<file path="config.mk">
export PLATFORM = sky130hd
export DESIGN_NAME = sr_shift_ctrl
export DESIGN_NICKNAME = d
export VERILOG_FILES = /design/src/rtl/sr_shift_ctrl.sv
export SDC_FILE = /design/constraint.sdc
export NUM_CORES = 1
export LEC_CHECK = 0
export CAP_MARGIN = 40
export CORE_MARGIN = 2
export CORE_UTILIZATION = 40
export CTS_CLUSTER_DIAMETER = 30
export DETAILED_ROUTE_END_ITERATION = 7
export PLACE_DENSITY = 0.76
export SLEW_MARGIN = 15
export SYNTH_ARGS = -nofsm -noshare
export SYNTH_HDL_FRONTEND = slang
export SYNTH_SLANG_ARGS = --single-unit
</file>
<file path="constraint.sdc">
create_clock -name clk -period 1.6 [get_ports clk]
set_clock_uncertainty 0.1 [all_clocks]
set_input_delay 0.16 -clock clk [delete_from_list [all_inputs] [get_ports clk]]
set_output_delay 0.16 -clock clk [all_outputs]
set_load 0.02 [all_outputs]
</file>
<file path="src/rtl/sr_shift_ctrl.sv">
// Full-duplex shift-register sequencer: loads a parallel word, shifts it out
// MSB-first at a programmable bit period while capturing x_i into the LSB.
module sr_shift_ctrl #(
  parameter int WIDTH = 4,
  parameter int DIV   = 1
) (
  input  logic             clk,
  input  logic             reset,
  input  logic             tx_valid_i,
  input  logic [WIDTH-1:0] tx_data_i,
  output logic             tx_ready_o,
  input  logic             x_i,
  output logic             sd_o,
  output logic [WIDTH-1:0] sr_o,
  output logic             busy_o,
  output logic             rx_valid_o,
  output logic [WIDTH-1:0] rx_data_o,
  input  logic             abort_i,
  output logic [1:0]       state_dbg
);

  localparam int BW = $clog2(WIDTH);
  localparam int DW = (DIV > 1) ? $clog2(DIV) : 1;
  localparam logic [BW-1:0] LAST_BIT = BW'(WIDTH - 1);
  localparam logic [DW-1:0] LAST_DIV = DW'(DIV - 1);

  typedef enum logic [1:0] {
    IDLE  = 2'd0,
    SHIFT = 2'd1,
    DONE  = 2'd2
  } state_t;

  state_t          state;
  logic [BW-1:0]   bit_cnt;
  logic [DW-1:0]   div_cnt;
  logic            tick;
  logic [WIDTH-1:0] shifted;

  // Handshake: a word transfers on any rising edge where tx_valid_i and
  // tx_ready_o are both high; the producer holds tx_data_i until then.
  assign tx_ready_o = (state == IDLE) && reset;
  assign busy_o     = (state != IDLE);
  assign sd_o       = sr_o[WIDTH-1];
  assign state_dbg  = state;
  assign tick       = (div_cnt == LAST_DIV);
  assign shifted    = {sr_o[WIDTH-2:0], x_i};

  always_ff @(posedge clk) begin
    if (!reset) begin
      state      <= IDLE;
      sr_o       <= '0;
      rx_data_o  <= '0;
      rx_valid_o <= 1'b0;
      bit_cnt    <= '0;
      div_cnt    <= '0;
    end else begin
      rx_valid_o <= 1'b0;
      case (state)
        IDLE: begin
          if (tx_valid_i && tx_ready_o) begin
            sr_o    <= tx_data_i;
            bit_cnt <= '0;
            div_cnt <= '0;
            state   <= SHIFT;
          end
        end
        SHIFT: begin
          // Abort wins even over the final tick, so no partial word escapes.
          if (abort_i) begin
            state   <= IDLE;
            sr_o    <= '0;
            bit_cnt <= '0;
            div_cnt <= '0;
          end else if (tick) begin
            div_cnt <= '0;
            sr_o    <= shifted;
            if (bit_cnt == LAST_BIT) begin
              bit_cnt    <= '0;
              rx_data_o  <= shifted;
              rx_valid_o <= 1'b1;
              state      <= DONE;
            end else begin
              bit_cnt <= bit_cnt + 1'b1;
            end
          end else begin
            div_cnt <= div_cnt + 1'b1;
          end
        end
        DONE: begin
          state <= IDLE;
        end
        default: begin
          state <= IDLE;
        end
      endcase
    end
  end

endmodule

</file>
== Word-level counts from Yosys, hierarchy flattened ==
Cells that the tools add are included.

* Reduce and logical (&&, ||, !) cells: 10
* Multiplexer cells: 19
* Equality and inequality tests: 5
* $add $sub $neg: 2
* Bitwise operators: 4

{| class="wikitable"
|+ Operator list
! kind !! count
|-
| 2-bit two-way mux || 8
|-
| 4-bit two-way mux || 3
|-
| 2-bit one-hot mux with 2 select lines || 2
|-
| 4-bit one-hot mux with 2 select lines || 1
|-
| 3-bit != test, second input constant || 2
|-
| 3-bit AND reduction || 2
|-
| 1-bit two-way mux || 4
|-
| 1-bit NOT || 4
|-
| 4-bit AND reduction || 1
|-
| 2-bit nonzero test || 2
|-
| 4-bit OR reduction || 1
|-
| 2-bit by 1-bit adder with 2-bit output, second input constant || 1
|-
| 2-bit by 1-bit == test with 1-bit output, second input constant || 1
|-
| 2-bit == test, second input constant || 1
|-
| 1-bit logical AND || 2
|-
| 2-bit zero test || 1
|-
| 2-bit by 1-bit != test with 1-bit output, second input constant || 1
|-
| 1-bit one-hot mux with 2 select lines || 1
|-
| 2-bit AND reduction || 1
|-
| 1-bit adder, second input constant || 1
|}

* Register bits after elaboration: 14
* Logic and storage cells: 46
* Output and inout port bits: 14

== Longest topological paths before layout ==
* Depth after elaboration: 5
* Gate-level depth with buffers: 5
* Depth with buffers taken out: 4

== Worst setup path before layout ==
OpenSTA, ideal clock, no wires.

* Path type: reg2reg
* Start: register state[0], in the netlist state_dbg[0]
* End: register bit_cnt[1]
* Data required time: 1384 ps
* Cell stages (with the launch flop): 4
* Path slack: 395 ps
* Library setup time: 116 ps
* Data arrival time: 989 ps
* Clock period less this slack: 1205 ps
* Cells stage by stage: dfxtp_1 nor2b_2 and2b_1 a31o_2

* Longest elaborated chain between the ends: 5
* Elaborated cells between the ends (all ways): 9

{| class="wikitable"
|+ Ends and longest elaborated chain
! what !! line !! source
|-
| start, declared || 33 || <nowiki>state_t state;</nowiki>
|-
| start signal, assigned || 50 || <nowiki>state <= IDLE;</nowiki>
|-
| start signal, assigned || 64 || <nowiki>state <= SHIFT;</nowiki>
|-
| start signal, assigned || 70 || <nowiki>state <= IDLE;</nowiki>
|-
| 2-bit zero test || 41, 58 ||
|-
| 1-bit logical AND || 41 || <nowiki>assign tx_ready_o = (state == IDLE) && reset;</nowiki>
|-
| 1-bit logical AND || 60 || <nowiki>if (tx_valid_i && tx_ready_o) begin</nowiki>
|-
| 2-bit by 1-bit != test with 1-bit output (no source line) || -- ||
|-
| 3-bit AND reduction (no source line) || -- ||
|-
| end signal, assigned || 83 || <nowiki>bit_cnt <= bit_cnt + 1'b1;</nowiki>
|-
| end, declared || 34 || <nowiki>logic [BW-1:0] bit_cnt;</nowiki>
|}

Parallel ways exist; a longest one is shown, timed or not.
A chain may end at the register's enable or synchronous reset.

== Final worst setup path ==
* Start: register sr_o[1]
* End: output port sr_o[1]

{| class="wikitable"
|+ RTL lines
! what !! line !! source
|-
| start, declared || 14 || <nowiki>output logic [WIDTH-1:0] sr_o,</nowiki>
|-
| start signal, assigned || 61 || <nowiki>sr_o <= tx_data_i;</nowiki>
|-
| start signal, assigned || 76 || <nowiki>sr_o <= shifted;</nowiki>
|}

No word-level cell between the ends.

==> run_summary.xml <==
<?xml version="1.0" encoding="UTF-8"?>
<metrics>
  <group name="cells_and_area">
    <metric name="layoutNonFillerInstCount" unit="">105</metric>
    <metric name="nFillCells" unit="">132</metric>
    <metric name="finish.utilization" unit="%">63.88</metric>
    <metric name="diodes" unit="">0</metric>
    <metric name="share_of_layout_cells_above_drive_strength_1" unit="%">12.22</metric>
    <metric name="nNetsFinal" unit="">101</metric>
    <metric name="area_growth" unit="%">46.14</metric>
    <metric name="layout.cell_area.non_filler" unit="sq um">852.1</metric>
  </group>
  <group name="synth">
    <metric name="synth_enable_flop_cells" unit="">0</metric>
    <metric name="synthesis.area" unit="sq um">583.1</metric>
    <metric name="ys_dominant_reg_cell" unit="">sky130_fd_sc_hd__dfxtp_1</metric>
    <metric name="synth_seq_cells" unit="">13</metric>
    <metric name="ys_types" unit="">22</metric>
    <metric name="syn-num-nets" unit="">73</metric>
    <metric name="ys_async_sr_fraction" unit="%">0</metric>
    <metric name="seq_area_frac_synth" unit="%">44.64</metric>
    <metric name="ys.warnings.count" unit="">0</metric>
    <metric name="synth_top_area_share" unit="%">44.64</metric>
    <metric name="synth_top_area_cell" unit="">sky130_fd_sc_hd__dfxtp_1</metric>
    <metric name="synth_top_cells_by_area" unit="">sky130_fd_sc_hd__dfxtp_1, sky130_fd_sc_hd__o2111a_1, sky130_fd_sc_hd__nand3b_1</metric>
    <metric name="postSynthAreaPerCell" unit="sq um">9.255</metric>
    <metric name="netlist_instances" unit="">63</metric>
  </group>
  <group name="grt">
    <metric name="grt_use_met2" unit="%">26.77</metric>
    <metric name="grt_busiest_layer" unit="">met2</metric>
    <metric name="globalRouteTotalUtil" unit="%">15.51</metric>
    <metric name="maximum_number_of_pins_on_one_net_before_global_route_repair" unit="">19</metric>
    <metric name="first_pass_grt_wire_length" unit="um">2028</metric>
    <metric name="globalRouteMet3Util" unit="%">3.017</metric>
    <metric name="number_of_global_route_vias_before_repair" unit="">474</metric>
    <metric name="grt.overflow.total" unit="">0</metric>
    <metric name="gr-usage-met1" unit="%">16.54</metric>
    <metric name="grt_antenna_before_repair" unit="">0</metric>
  </group>
  <group name="worst_setup_path">
    <metric name="crit_fanout" unit="">4</metric>
    <metric name="critical_path_launch_point" unit="">sr_o[1]</metric>
    <metric name="worstReg2RegStart" unit="">bit_cnt[0]</metric>
    <metric name="cp.required" unit="ns">1.34</metric>
    <metric name="critical_path_end_type" unit="">primary output</metric>
    <metric name="start_kind" unit="">flip-flop</metric>
    <metric name="max_stage_delay" unit="ns">0.62</metric>
    <metric name="timing.critical_path.slowest_stage_cell" unit="">sky130_fd_sc_hd__clkdlybuf4s50_1</metric>
    <metric name="worst-path-buf-inv" unit="">1</metric>
    <metric name="path_cells" unit="">clkdlybuf4s50_1</metric>
    <metric name="critical_path.top_delay_family" unit="">buffers and inverters</metric>
    <metric name="critical_path_arrival" unit="ns">1.27</metric>
    <metric name="setup.worst_path.class" unit="">reg -&gt; out</metric>
  </group>
  <group name="clock_network">
    <metric name="cts-htree-levels" unit="">1</metric>
    <metric name="cts.reportedPaths.clkPinSlew" unit="ns">0.08</metric>
    <metric name="cts_root_cell" unit="">sky130_fd_sc_hd__clkbuf_4</metric>
    <metric name="setup_bufs_post_cts" unit="">0</metric>
    <metric name="tritoncts" unit="">built</metric>
    <metric name="cts_buffers" unit="">3</metric>
    <metric name="number_of_gates_resized_after_cts" unit="">4</metric>
    <metric name="post_cts_hold_buffer_count" unit="">0</metric>
    <metric name="worstSkewPairLatency" unit="ns">0.28</metric>
    <metric name="cts_num_sinks" unit="">13</metric>
    <metric name="clockBufferDepth" unit="">2</metric>
  </group>
  <group name="placement">
    <metric name="place_inst" unit="">101</metric>
    <metric name="io_buffer_count" unit="">22</metric>
    <metric name="finalWeightedCongestion" unit="">0.7144</metric>
    <metric name="dpl.hpwl" unit="um">960.5</metric>
    <metric name="preCtsSetupSlack" unit="ns">-0.04683</metric>
    <metric name="placement.cell_area" unit="sq um">830.8</metric>
  </group>
  <group name="timing">
    <metric name="relSlewSlack" unit="%">79.77</metric>
    <metric name="worstMarginPinSlew" unit="ns">0.3035</metric>
    <metric name="hold_viol" unit="">0</metric>
    <metric name="fin_tns_setup" unit="ns">0</metric>
    <metric name="setup_repair_after_global_routing_missed_its_margin" unit="">false</metric>
    <metric name="final_critical_path_setup_slack" unit="ns">0.07416</metric>
    <metric name="setup_violations" unit="">0</metric>
    <metric name="final_min_period_over_clock_period" unit="%">95.37</metric>
    <metric name="finalWorstPathRequiredPeriod" unit="ns">1.526</metric>
    <metric name="slew_viol_final" unit="">0</metric>
    <metric name="maxClockFrequency" unit="GHz">0.6554</metric>
  </group>
  <group name="detailed_routing">
    <metric name="drtAntennaViolNets" unit="">0</metric>
    <metric name="dr.pass1.iters" unit="">2</metric>
    <metric name="drt_wl_total" unit="um">1249</metric>
    <metric name="wire_per_inst" unit="um">11.90</metric>
    <metric name="route.vias.total" unit="">542</metric>
    <metric name="detailedRoute.firstIterationViolations" unit="">6</metric>
    <metric name="vias_per_cell" unit="">5.162</metric>
    <metric name="drcViolationCount" unit="">0</metric>
  </group>
  <group name="power_and_ir_drop">
    <metric name="power_density" unit="nW/um^2">800.6</metric>
    <metric name="total_leakage_power" unit="uW">0.0003625</metric>
    <metric name="power.ir.vdd_worst" unit="mV">0.5259</metric>
  </group>
  <group name="floorplanning">
    <metric name="floorplan.die.height" unit="um">42.18</metric>
    <metric name="pin_count" unit="">23</metric>
    <metric name="initial_utilization" unit="%">43.71</metric>
    <metric name="core-area" unit="sq um">1334</metric>
    <metric name="dieArea" unit="sq um">1779</metric>
    <metric name="die_width" unit="um">42.18</metric>
    <metric name="row_count" unit="">13</metric>
  </group>
  <group name="job">
    <metric name="drv.max_cap_violation_count" unit="">0</metric>
  </group>
  <group name="hold_path">
    <metric name="min-delay-start" unit="">rx_data_o[0]</metric>
    <metric name="min_path_type" unit="">reg -&gt; reg</metric>
  </group>
  <group name="run_status">
    <metric name="status" unit="">finished, final reports clean</metric>
  </group>
</metrics>
state kept, by name (all words and copies together), names as in the netlist:
register,cells
bit_cnt,2
rx_data_o,4
rx_valid_o,1
sr_o,4
state_dbg,2
cell usage after synthesis (2+ instances only):
cell type                  number
sky130_fd_sc_hd__inv_1          5
sky130_fd_sc_hd__nand3_1        4
sky130_fd_sc_hd__nand3b_1       4
sky130_fd_sc_hd__nor2_1         3
sky130_fd_sc_hd__dfxtp_1       13
sky130_fd_sc_hd__nand2_1        6
sky130_fd_sc_hd__o2111a_1       4
sky130_fd_sc_hd__o21ai_1        4
sky130_fd_sc_hd__buf_2          2
sky130_fd_sc_hd__and2_1         3
sky130_fd_sc_hd__o21ai_0        4
through the flow:
stage | hold slack (ns) | power, uW
2_1_floorplan | 0.1974 | 420.0
3_3_place_gp | 0.3368 | 487.6
3_5_place_dp | 0.3425 | 489.6
4_1_cts | 0.3549 | 685.8
5_1_grt | 0.3679 | 715.0
6_report | 0.3477 | 682.1
layout make-up:
cell class	instances	area, sq um	area share (%)
Multi-Input combinational cell	41	275.3	32.31
Sequential cell	13	260.3	30.54
Timing Repair Buffer	27	252.7	29.66
Clock buffer	4	26.28	3.084
Inverter	5	18.77	2.203
Tap cell	15	18.77	2.203
routing by layer:
| metal | wire, um | up-vias | share of wire, % |
|---|---|---|---|
| li1 | - | 276 | - |
| met1 | 570 | 250 | 46 |
| met2 | 594 | 12 | 48 |
| met3 | 43 | 4 | 3.4 |
| met4 | 41 | 0 | 3.3 |
| met5 | 0 | - | 0 |
power breakdown:
group / internal, uW / total [uW] / switching (uW)
Combinational: 69.8 / 131 / 61.4
Sequential: 336 / 346 / 9.62
Clock: 96.7 / 205 / 109
worst register-to-register path: stages (launching register included):
cell and delay [ns]:
sky130_fd_sc_hd__dfxtp_1 0.36, sky130_fd_sc_hd__ha_1 0.19, sky130_fd_sc_hd__and4bb_1 0.39, sky130_fd_sc_hd__nand3_1 0.11
sky130_fd_sc_hd__o21ai_1 0.07
layout by cell type (no fill, tap or decap), types with 3 or more instances in the layout:
cell type / instances
sky130_fd_sc_hd__clkdlybuf4s50_1: 18
sky130_fd_sc_hd__dfxtp_1: 13
sky130_fd_sc_hd__nand2_1: 6
sky130_fd_sc_hd__inv_1: 5
sky130_fd_sc_hd__buf_4: 5
sky130_fd_sc_hd__nand3_1: 4
sky130_fd_sc_hd__o21ai_1: 4
sky130_fd_sc_hd__o21ai_0: 4
sky130_fd_sc_hd__nand3b_1: 4
sky130_fd_sc_hd__o2111a_1: 4
sky130_fd_sc_hd__dlygate4sd2_1: 4
sky130_fd_sc_hd__nor2_1: 3
sky130_fd_sc_hd__and2_1: 3
sky130_fd_sc_hd__clkbuf_4: 3
path summary, 6_finish.rpt:
path,endpoint,slack (ns),cells past startpoint
setup / recovery,sr_o[1],0.07,1
hold / removal,rx_data_o[0],0.35,2
setup reg to reg,rx_data_o[3],0.30,4
hold reg to reg,rx_data_o[0],0.35,2
kinds of logic after synthesis:
kind of cell	share of synthesized area, %
flip-flops	44.64
AO/OA/AOI/OAI	19.53
adder cells (fa/ha/maj)	2.146
AND/OR/NAND/NOR	23.82
multiplexers	1.717
buffers and inverters	8.155
Power figures use the tool's default switching activity.
